File: src/rtl/ingress_rr_arbiter_if.sv
// rtl/ingress_rr_arbiter_if.sv - Stream handshake and grant bundle for the ingress round-robin arbiter
interface ingress_rr_arbiter_if #(
    parameter int NUM_SLAVES = 2,
    parameter int IDX_W      = $clog2(NUM_SLAVES)
);
    logic [NUM_SLAVES-1:0] s_tvalid;
    logic [NUM_SLAVES-1:0] s_tlast;
    logic [NUM_SLAVES-1:0] s_tready;
    logic                  m_tvalid;
    logic                  m_tlast;
    logic                  m_tready;
    logic [NUM_SLAVES-1:0] grant;
    logic [IDX_W-1:0]      grant_idx;
    logic                  busy;

    // Arbiter side
    modport master (
        input  s_tvalid, s_tlast, m_tready,
        output s_tready, m_tvalid, m_tlast, grant, grant_idx, busy
    );

    // Upstream sources, downstream sink and data-mux side
    modport slave (
        output s_tvalid, s_tlast, m_tready,
        input  s_tready, m_tvalid, m_tlast, grant, grant_idx, busy
    );
endinterface

File: src/rtl/ingress_rr_arbiter.sv
// rtl/ingress_rr_arbiter.sv - Packet-granular round-robin arbiter merging NUM_SLAVES streams into one
// Optional per-port packet counters are enabled by defining INGRESS_ARB_PKT_CNT_EN.
module ingress_rr_arbiter #(
    parameter int NUM_SLAVES = 2,
    parameter int IDX_W      = $clog2(NUM_SLAVES)
) (
    input  logic                     aclk,
    input  logic                     aresetn,
    ingress_rr_arbiter_if.master     bus
`ifdef INGRESS_ARB_PKT_CNT_EN
    ,
    output logic [32*NUM_SLAVES-1:0] pkt_cnt
`endif
);
    localparam logic [0:0] ST_IDLE  = 1'b0;
    localparam logic [0:0] ST_GRANT = 1'b1;
    localparam logic [NUM_SLAVES-1:0] ONE = {{(NUM_SLAVES-1){1'b0}}, 1'b1};

    logic [0:0]            state;
    logic [NUM_SLAVES-1:0] grant_q;
    logic [IDX_W-1:0]      grant_idx_q;
    logic [IDX_W-1:0]      rr_ptr;

    logic [NUM_SLAVES-1:0] arb_req;
    logic [IDX_W-1:0]      arb_ptr;
    logic [IDX_W-1:0]      hi_idx;
    logic [IDX_W-1:0]      lo_idx;
    logic                  hi_found;
    logic                  lo_found;
    logic                  win_any;
    logic [IDX_W-1:0]      win_idx;
    logic [NUM_SLAVES-1:0] win_oh;
    logic                  last_hs;

    assign last_hs = (state == ST_GRANT) && bus.m_tready
                     && ((bus.s_tvalid & bus.s_tlast & grant_q) != '0);

    // While granted, the search starts after the current owner with the owner masked
    // off, so a finishing port yields to any other requester without a bubble.
    always_comb begin
        arb_req  = (state == ST_GRANT) ? (bus.s_tvalid & ~grant_q) : bus.s_tvalid;
        arb_ptr  = (state == ST_GRANT) ? grant_idx_q : rr_ptr;
        hi_found = 1'b0;
        lo_found = 1'b0;
        hi_idx   = '0;
        lo_idx   = '0;
        for (int k = NUM_SLAVES - 1; k >= 0; k--) begin
            if ((arb_req & (ONE << k)) != '0) begin
                if (k > int'(arb_ptr)) begin
                    hi_found = 1'b1;
                    hi_idx   = IDX_W'(k);
                end else begin
                    lo_found = 1'b1;
                    lo_idx   = IDX_W'(k);
                end
            end
        end
        win_any = hi_found | lo_found;
        win_idx = hi_found ? hi_idx : lo_idx;
        win_oh  = ONE << win_idx;
    end

    always_ff @(posedge aclk or negedge aresetn) begin
        if (!aresetn) begin
            state       <= ST_IDLE;
            grant_q     <= '0;
            grant_idx_q <= '0;
            rr_ptr      <= IDX_W'(NUM_SLAVES - 1);
        end else begin
            case (state)
                ST_IDLE: begin
                    if (win_any) begin
                        state       <= ST_GRANT;
                        grant_q     <= win_oh;
                        grant_idx_q <= win_idx;
                    end
                end
                default: begin
                    if (last_hs) begin
                        rr_ptr <= grant_idx_q;
                        if (win_any) begin
                            grant_q     <= win_oh;
                            grant_idx_q <= win_idx;
                        end else begin
                            state       <= ST_IDLE;
                            grant_q     <= '0;
                            grant_idx_q <= '0;
                        end
                    end
                end
            endcase
        end
    end

    // grant_q is all-zero in IDLE, which also silences the merged outputs there.
    assign bus.grant     = grant_q;
    assign bus.grant_idx = grant_idx_q;
    assign bus.busy      = (state == ST_GRANT);
    assign bus.m_tvalid  = (bus.s_tvalid & grant_q) != '0;
    assign bus.m_tlast   = (bus.s_tlast & grant_q) != '0;
    assign bus.s_tready  = grant_q & {NUM_SLAVES{bus.m_tready}};

`ifdef INGRESS_ARB_PKT_CNT_EN
    for (genvar p = 0; p < NUM_SLAVES; p++) begin : g_cnt
        logic [31:0] cnt_q;
        always_ff @(posedge aclk or negedge aresetn) begin
            if (!aresetn) begin
                cnt_q <= '0;
            end else if (last_hs && grant_q[p]) begin
                cnt_q <= cnt_q + 32'd1;
            end
        end
        assign pkt_cnt[32*p +: 32] = cnt_q;
    end
`endif
endmodule

File: src/flat_wrapper.sv
// flat-port wrapper written by rule: the top's interface ports become plain ports
module ingress_rr_arbiter_flat 
#(
    parameter int NUM_SLAVES = 2,
    parameter int IDX_W      = $clog2(NUM_SLAVES)
)
  (aclk, aresetn, bus_s_tvalid, bus_s_tlast, bus_m_tready, bus_s_tready, bus_m_tvalid, bus_m_tlast, bus_grant, bus_grant_idx, bus_busy);
  ingress_rr_arbiter_if #(.NUM_SLAVES(NUM_SLAVES), .IDX_W(IDX_W)) bus_i ();
  input  logic aclk;
  input  logic aresetn;
  input wire logic [$bits(bus_i.s_tvalid)-1:0] bus_s_tvalid;
  input wire logic [$bits(bus_i.s_tlast)-1:0] bus_s_tlast;
  input wire logic [$bits(bus_i.m_tready)-1:0] bus_m_tready;
  output wire logic [$bits(bus_i.s_tready)-1:0] bus_s_tready;
  output wire logic [$bits(bus_i.m_tvalid)-1:0] bus_m_tvalid;
  output wire logic [$bits(bus_i.m_tlast)-1:0] bus_m_tlast;
  output wire logic [$bits(bus_i.grant)-1:0] bus_grant;
  output wire logic [$bits(bus_i.grant_idx)-1:0] bus_grant_idx;
  output wire logic [$bits(bus_i.busy)-1:0] bus_busy;
  assign bus_i.s_tvalid = bus_s_tvalid;
  assign bus_i.s_tlast = bus_s_tlast;
  assign bus_i.m_tready = bus_m_tready;
  assign bus_s_tready = bus_i.s_tready;
  assign bus_m_tvalid = bus_i.m_tvalid;
  assign bus_m_tlast = bus_i.m_tlast;
  assign bus_grant = bus_i.grant;
  assign bus_grant_idx = bus_i.grant_idx;
  assign bus_busy = bus_i.busy;
  ingress_rr_arbiter #(.NUM_SLAVES(NUM_SLAVES), .IDX_W(IDX_W)) u_core (.aclk(aclk), .aresetn(aresetn), .bus(bus_i));
endmodule
File: config.mk
export PLATFORM = sky130hd
export DESIGN_NAME = ingress_rr_arbiter_flat
export DESIGN_NICKNAME = d
export VERILOG_FILES = /design/src/rtl/ingress_rr_arbiter_if.sv /design/src/rtl/ingress_rr_arbiter.sv /design/src/flat_wrapper.sv
export SDC_FILE = /design/constraint.sdc
export NUM_CORES = 1
export LEC_CHECK = 0
export ABC_AREA = 1
export CORE_AREA = 8 8 45 47
export DETAILED_ROUTE_END_ITERATION = 8
export DIE_AREA = 0 0 53 55
export SLEW_MARGIN = 30
export SYNTH_ARGS = -nofsm -noshare
export SYNTH_HDL_FRONTEND = slang
export SYNTH_SLANG_ARGS = --single-unit
File: constraint.sdc
create_clock -name aclk -period 2.5 [get_ports aclk]
set_input_delay 0.5 -clock aclk [delete_from_list [all_inputs] [get_ports aclk]]
set_output_delay 0.5 -clock aclk [all_outputs]
set_load 0.01 [all_outputs]
After elaboration in Yosys (flattened, before gate mapping)
Cells that the tools add are included.
- equal/unequal tests: 1
- magnitude comparators: 1
- multiplexer cells: 20
- reductions and logical operators: 8
- shift operators: 1
- bitwise gates (word level): 8
- operators by type and width (operator ; number):
    2-to-1 mux 1 bit ; 15
    AND 2 bit ; 6
    2-to-1 mux 2 bit ; 5
    nonzero test 2 bit ; 4
    AND reduction 2 bit ; 2
    logical AND 1 bit ; 2
    != test 2 bit (second input constant) ; 1
    inverter 2 bit ; 1
    << shifter 1 x 1 -> 2 bit (first input constant) ; 1
    greater-than comparator 1 bit (first input constant) ; 1
    OR 1 bit ; 1
- input port bits: 7
- flip-flop bits (word level): 5
- output and inout port bits: 8

Depth between registers and ports, before layout
Gate-level depths: netlist of run 1.
- depth in word-level cells: 10
- mapped depth: 7
- gate-level depth less buffers: 7

Worst setup path before layout of run 1
OpenSTA, ideal clock, no wires.
- path type: register to output
- from: register u_core.grant_q[1], in the netlist u_core.bus.grant[1]
- to: output bus_m_tvalid
- cell stages (with the launch flop): 3
- arrival: 764 ps
- setup slack: 1236 ps
- buffers on the path: 0
- data required time: 2000 ps
- path through: dfrtp_1 -> inv_1 -> o21ai_1
- word-level cells in the longest chain between the ends: 2
- RTL lines (what ; line ; source):
    start, declared ; ingress_rr_arbiter.sv:20 ; logic [NUM_SLAVES-1:0] grant_q;
    start signal, assigned ; ingress_rr_arbiter.sv:74 ; grant_q <= win_oh;
    start signal, assigned ; ingress_rr_arbiter.sv:82 ; grant_q <= win_oh;
    AND 2 bit ; ingress_rr_arbiter.sv:99 ; assign bus.m_tvalid = (bus.s_tvalid & grant_q) != '0;
    nonzero test 2 bit ; ingress_rr_arbiter.sv:99 ;
    end, declared ; flat_wrapper.sv:15 ; output wire logic [$bits(bus_i.m_tvalid)-1:0] bus_m_tvalid;
No other way between the ends.

Worst setup path in the final report of run 1
- from: input bus_s_tvalid[1]
- to: output bus_m_tvalid
- word-level cells in the longest chain between the ends: 2
- RTL lines (what ; line ; source):
    start, declared ; flat_wrapper.sv:11 ; input wire logic [$bits(bus_i.s_tvalid)-1:0] bus_s_tvalid;
    AND 2 bit ; ingress_rr_arbiter.sv:99 ;
    nonzero test 2 bit ; ingress_rr_arbiter.sv:99 ;
No other way between the ends.

==> results of run 1 <==
path summary, 6_finish.rpt:
kind	from	endpoint	slack, ns	cells after the start
worst min register to register	u_core.rr_ptr	u_core.rr_ptr	0.48	2
max in group asynchronous	aresetn	u_core.rr_ptr	1.80	1
min in group aclk	u_core.rr_ptr	u_core.rr_ptr	0.48	2
worst max-delay path	bus_s_tvalid[1]	bus_m_tvalid	0.26	4
worst min-delay path	aresetn	u_core.bus.grant[1]	0.46	1
worst max register to register	u_core.bus.grant[1]	u_core.bus.grant[0]	1.42	7
metrics by stage:
step           cells  hold slack, ns  instance area, um^2  power (mW)
2_1_floorplan     44           0.204                  284       0.248
3_3_place_gp      74           0.467                  444       0.365
3_5_place_dp      74           0.474                  444       0.366
4_1_cts           78           0.453                  470       0.458
5_1_grt           78           0.457                  470       0.491
6_report          78           0.462                  470       0.447
registers in the layout, summed over array words and instances (netlist names):
signal,count
u_core.bus.grant,2
u_core.bus.busy,1
u_core.rr_ptr,1
cells by family (layout without fill, tap and decap cells):
kind of cell           count (synthesis)  after routing  share of synthesized area
and+or+nand+nor                       26             26                      0.405
AOI/OAI and AO/OA                      6              6                      0.119
DFF                                    4              4                      0.357
buffers and inverters                  8             26                      0.119
worst register-to-register path, delay by kind of cell, from the launching register on:
| kind | cells | cell delay, ns |
|---|---|---|
| flops | 1 | 0.49 |
| simple gates | 7 | 0.47 |
power breakdown:
group / internal (mW) / total [mW] / switching [mW]
Sequential: 0.0954 / 0.137 / 0.0421
Combinational: 0.126 / 0.224 / 0.0980
Clock: 0.0599 / 0.0859 / 0.0261
cell usage after synthesis:
master / count
dfrtp_1: 3
dfstp_2: 1
a22o_1: 1
nand3_1: 6
and2_1: 1
o21ai_1: 2
nand2_2: 3
a21oi_1: 3
buf_4: 1
inv_1: 5
inv_2: 2
nand2_1: 16
per-layer routing:
metal	track usage	wire length, um	part of all wire
met1	0.0565	321	0.44
met2	0.0859	331	0.45
met3	0.0214	77	0.11
met4	0.0647	0	0
met5	0	0	0
area by class of cell:
class | instances | area (um^2) | area share
tap | 16 | 20.0 | 0.0426
timing repair buffer | 15 | 148 | 0.314
multi-input combinational | 32 | 149 | 0.316
sequential | 4 | 101 | 0.215
inverter | 7 | 26.3 | 0.0559
clock buffer | 4 | 26.3 | 0.0559
==> reports/qor.yml, run 1 <==
timing:
  fin_crit_sh: 0.895
  slew_headroom: 0.813
  hold_viol_final: 0
  tns_ns: 0
  layout_setup_ws_ns: 0.262
  slew_violations: 0
  worstMarginPinSlew_ns: 0.281
  skew_ns: 0.00743
  min_period_ns: 2.24
  timing.fmax_ghz: 0.447
  rsz0062_at_grt: "no"
  setup_viol: 0
worst_setup_path:
  critPathMaxFanout: 3
  cp.arrival_ns: 1.74
  crit_chain: "clkdlybuf4s50_1 > inv_1 > o21ai_1 > clkdlybuf4s50_1"
  crit_path_top_delay_cell: "clkdlybuf4s50_1"
  worst_setup_path_start_kind: "input port"
  required_ns: 2.00
  end_kind: "primary output"
  crit_buf_inv: 3
  crit_top_cell: "clkdlybuf4s50_1"
  critical_path.top_delay_family: "buffers and inverters"
  critical_path_class: "in2out"
  max_stage_delay_ns: 0.55
clock_network:
  post_cts_resized: 0
  clkTransAtPathRegs_ns: 0.04
  clockRootBuffer: "clkbuf_4"
  cts_buffers: 3
  cts_buffer_depth: 2
  postCtsHoldBufs: 0
  htree_num_levels: 1
  insertion_delay_ns: 0.23
  postCtsSetupRepairBufs: 0
  tritoncts: "yes"
  clock_sinks: 4
layout:
  diodes: 0
  area_growth_pct: 65.6
  final_util: 0.340
  nFillCells: 165
  final_common_cell: "nand2_1"
  layout_common_cells: "nand2_1 (16), clkdlybuf4s50_1 (14), nand3_1 (6), inv_1 (5)"
  fin_nets: 70
  drive_above_1_share: 0.161
routing:
  routedWlPerCell_um: 9.36
  routed_wl_um: 730
  post-route-drc-count: 0
  via_per_inst: 4.10
  drtPass1Iterations: 3
  vias: 320
  drt_iter0_drc: 4
  antenna_left: 0
die:
  fp.coreArea_um2: 1380
  ios: 15
  initial_core_util: 0.205
  rows: 14
  die_h_um: 55
  fp.dieW_um: 53
  fp.dieArea_um2: 2920
grt:
  grt_pass1_vias: 296
  grt_pass1_wl_mm: 1.19
  grt_max_degree: 10
  grt_overflow: 0
  grt_use_total: 0.0569
  antenna_found_initial: 0
placement:
  place.gp.congestion: 0.749
  dp_hpwl_um: 600
  io_buffers: 14
  place_worst_setup_slack_ns: 0.250
yosys:
  synthTopCellsByArea: "dfrtp_1 (26%), nand2_1 (21%), nand3_1 (11%)"
  syn_area_um2: 284
  syn_inst: 44
  postSynthAreaPerCell_um2: 6.46
  ys_seq_elements: 4
  yosys.area.top_type_share: 0.264
  ys_types: 12
  ys_seq_area_frac: 0.357
  synth_top_area_cell: "dfrtp_1"
  syn_nets: 51
  yosys_warnings: 0
power_and_ir_drop:
  ir_drop_v: 0.000335
  total_leakage_power_nw: 0.237
  p_per_area_nw_per_um2: 951
hold_path:
  hold_path.class: "in2async"
run_status:
  status: "completed"
flow_run:
  max-cap-violations: 0
Note: power is estimated with default switching activity, not from simulation.
==> inputs of run 2 (changes only) <==
--- a/config.mk
+++ b/config.mk
@@ -7,6 +7,7 @@
 export LEC_CHECK = 0
 export ABC_AREA = 1
 export CORE_AREA = 8 8 45 47
+export CTS_CLUSTER_DIAMETER = 120
 export DETAILED_ROUTE_END_ITERATION = 8
 export DIE_AREA = 0 0 53 55
 export SLEW_MARGIN = 30
==> results of run 2 <==
The final DEF is identical to that of run 1; final timing and power are the same.
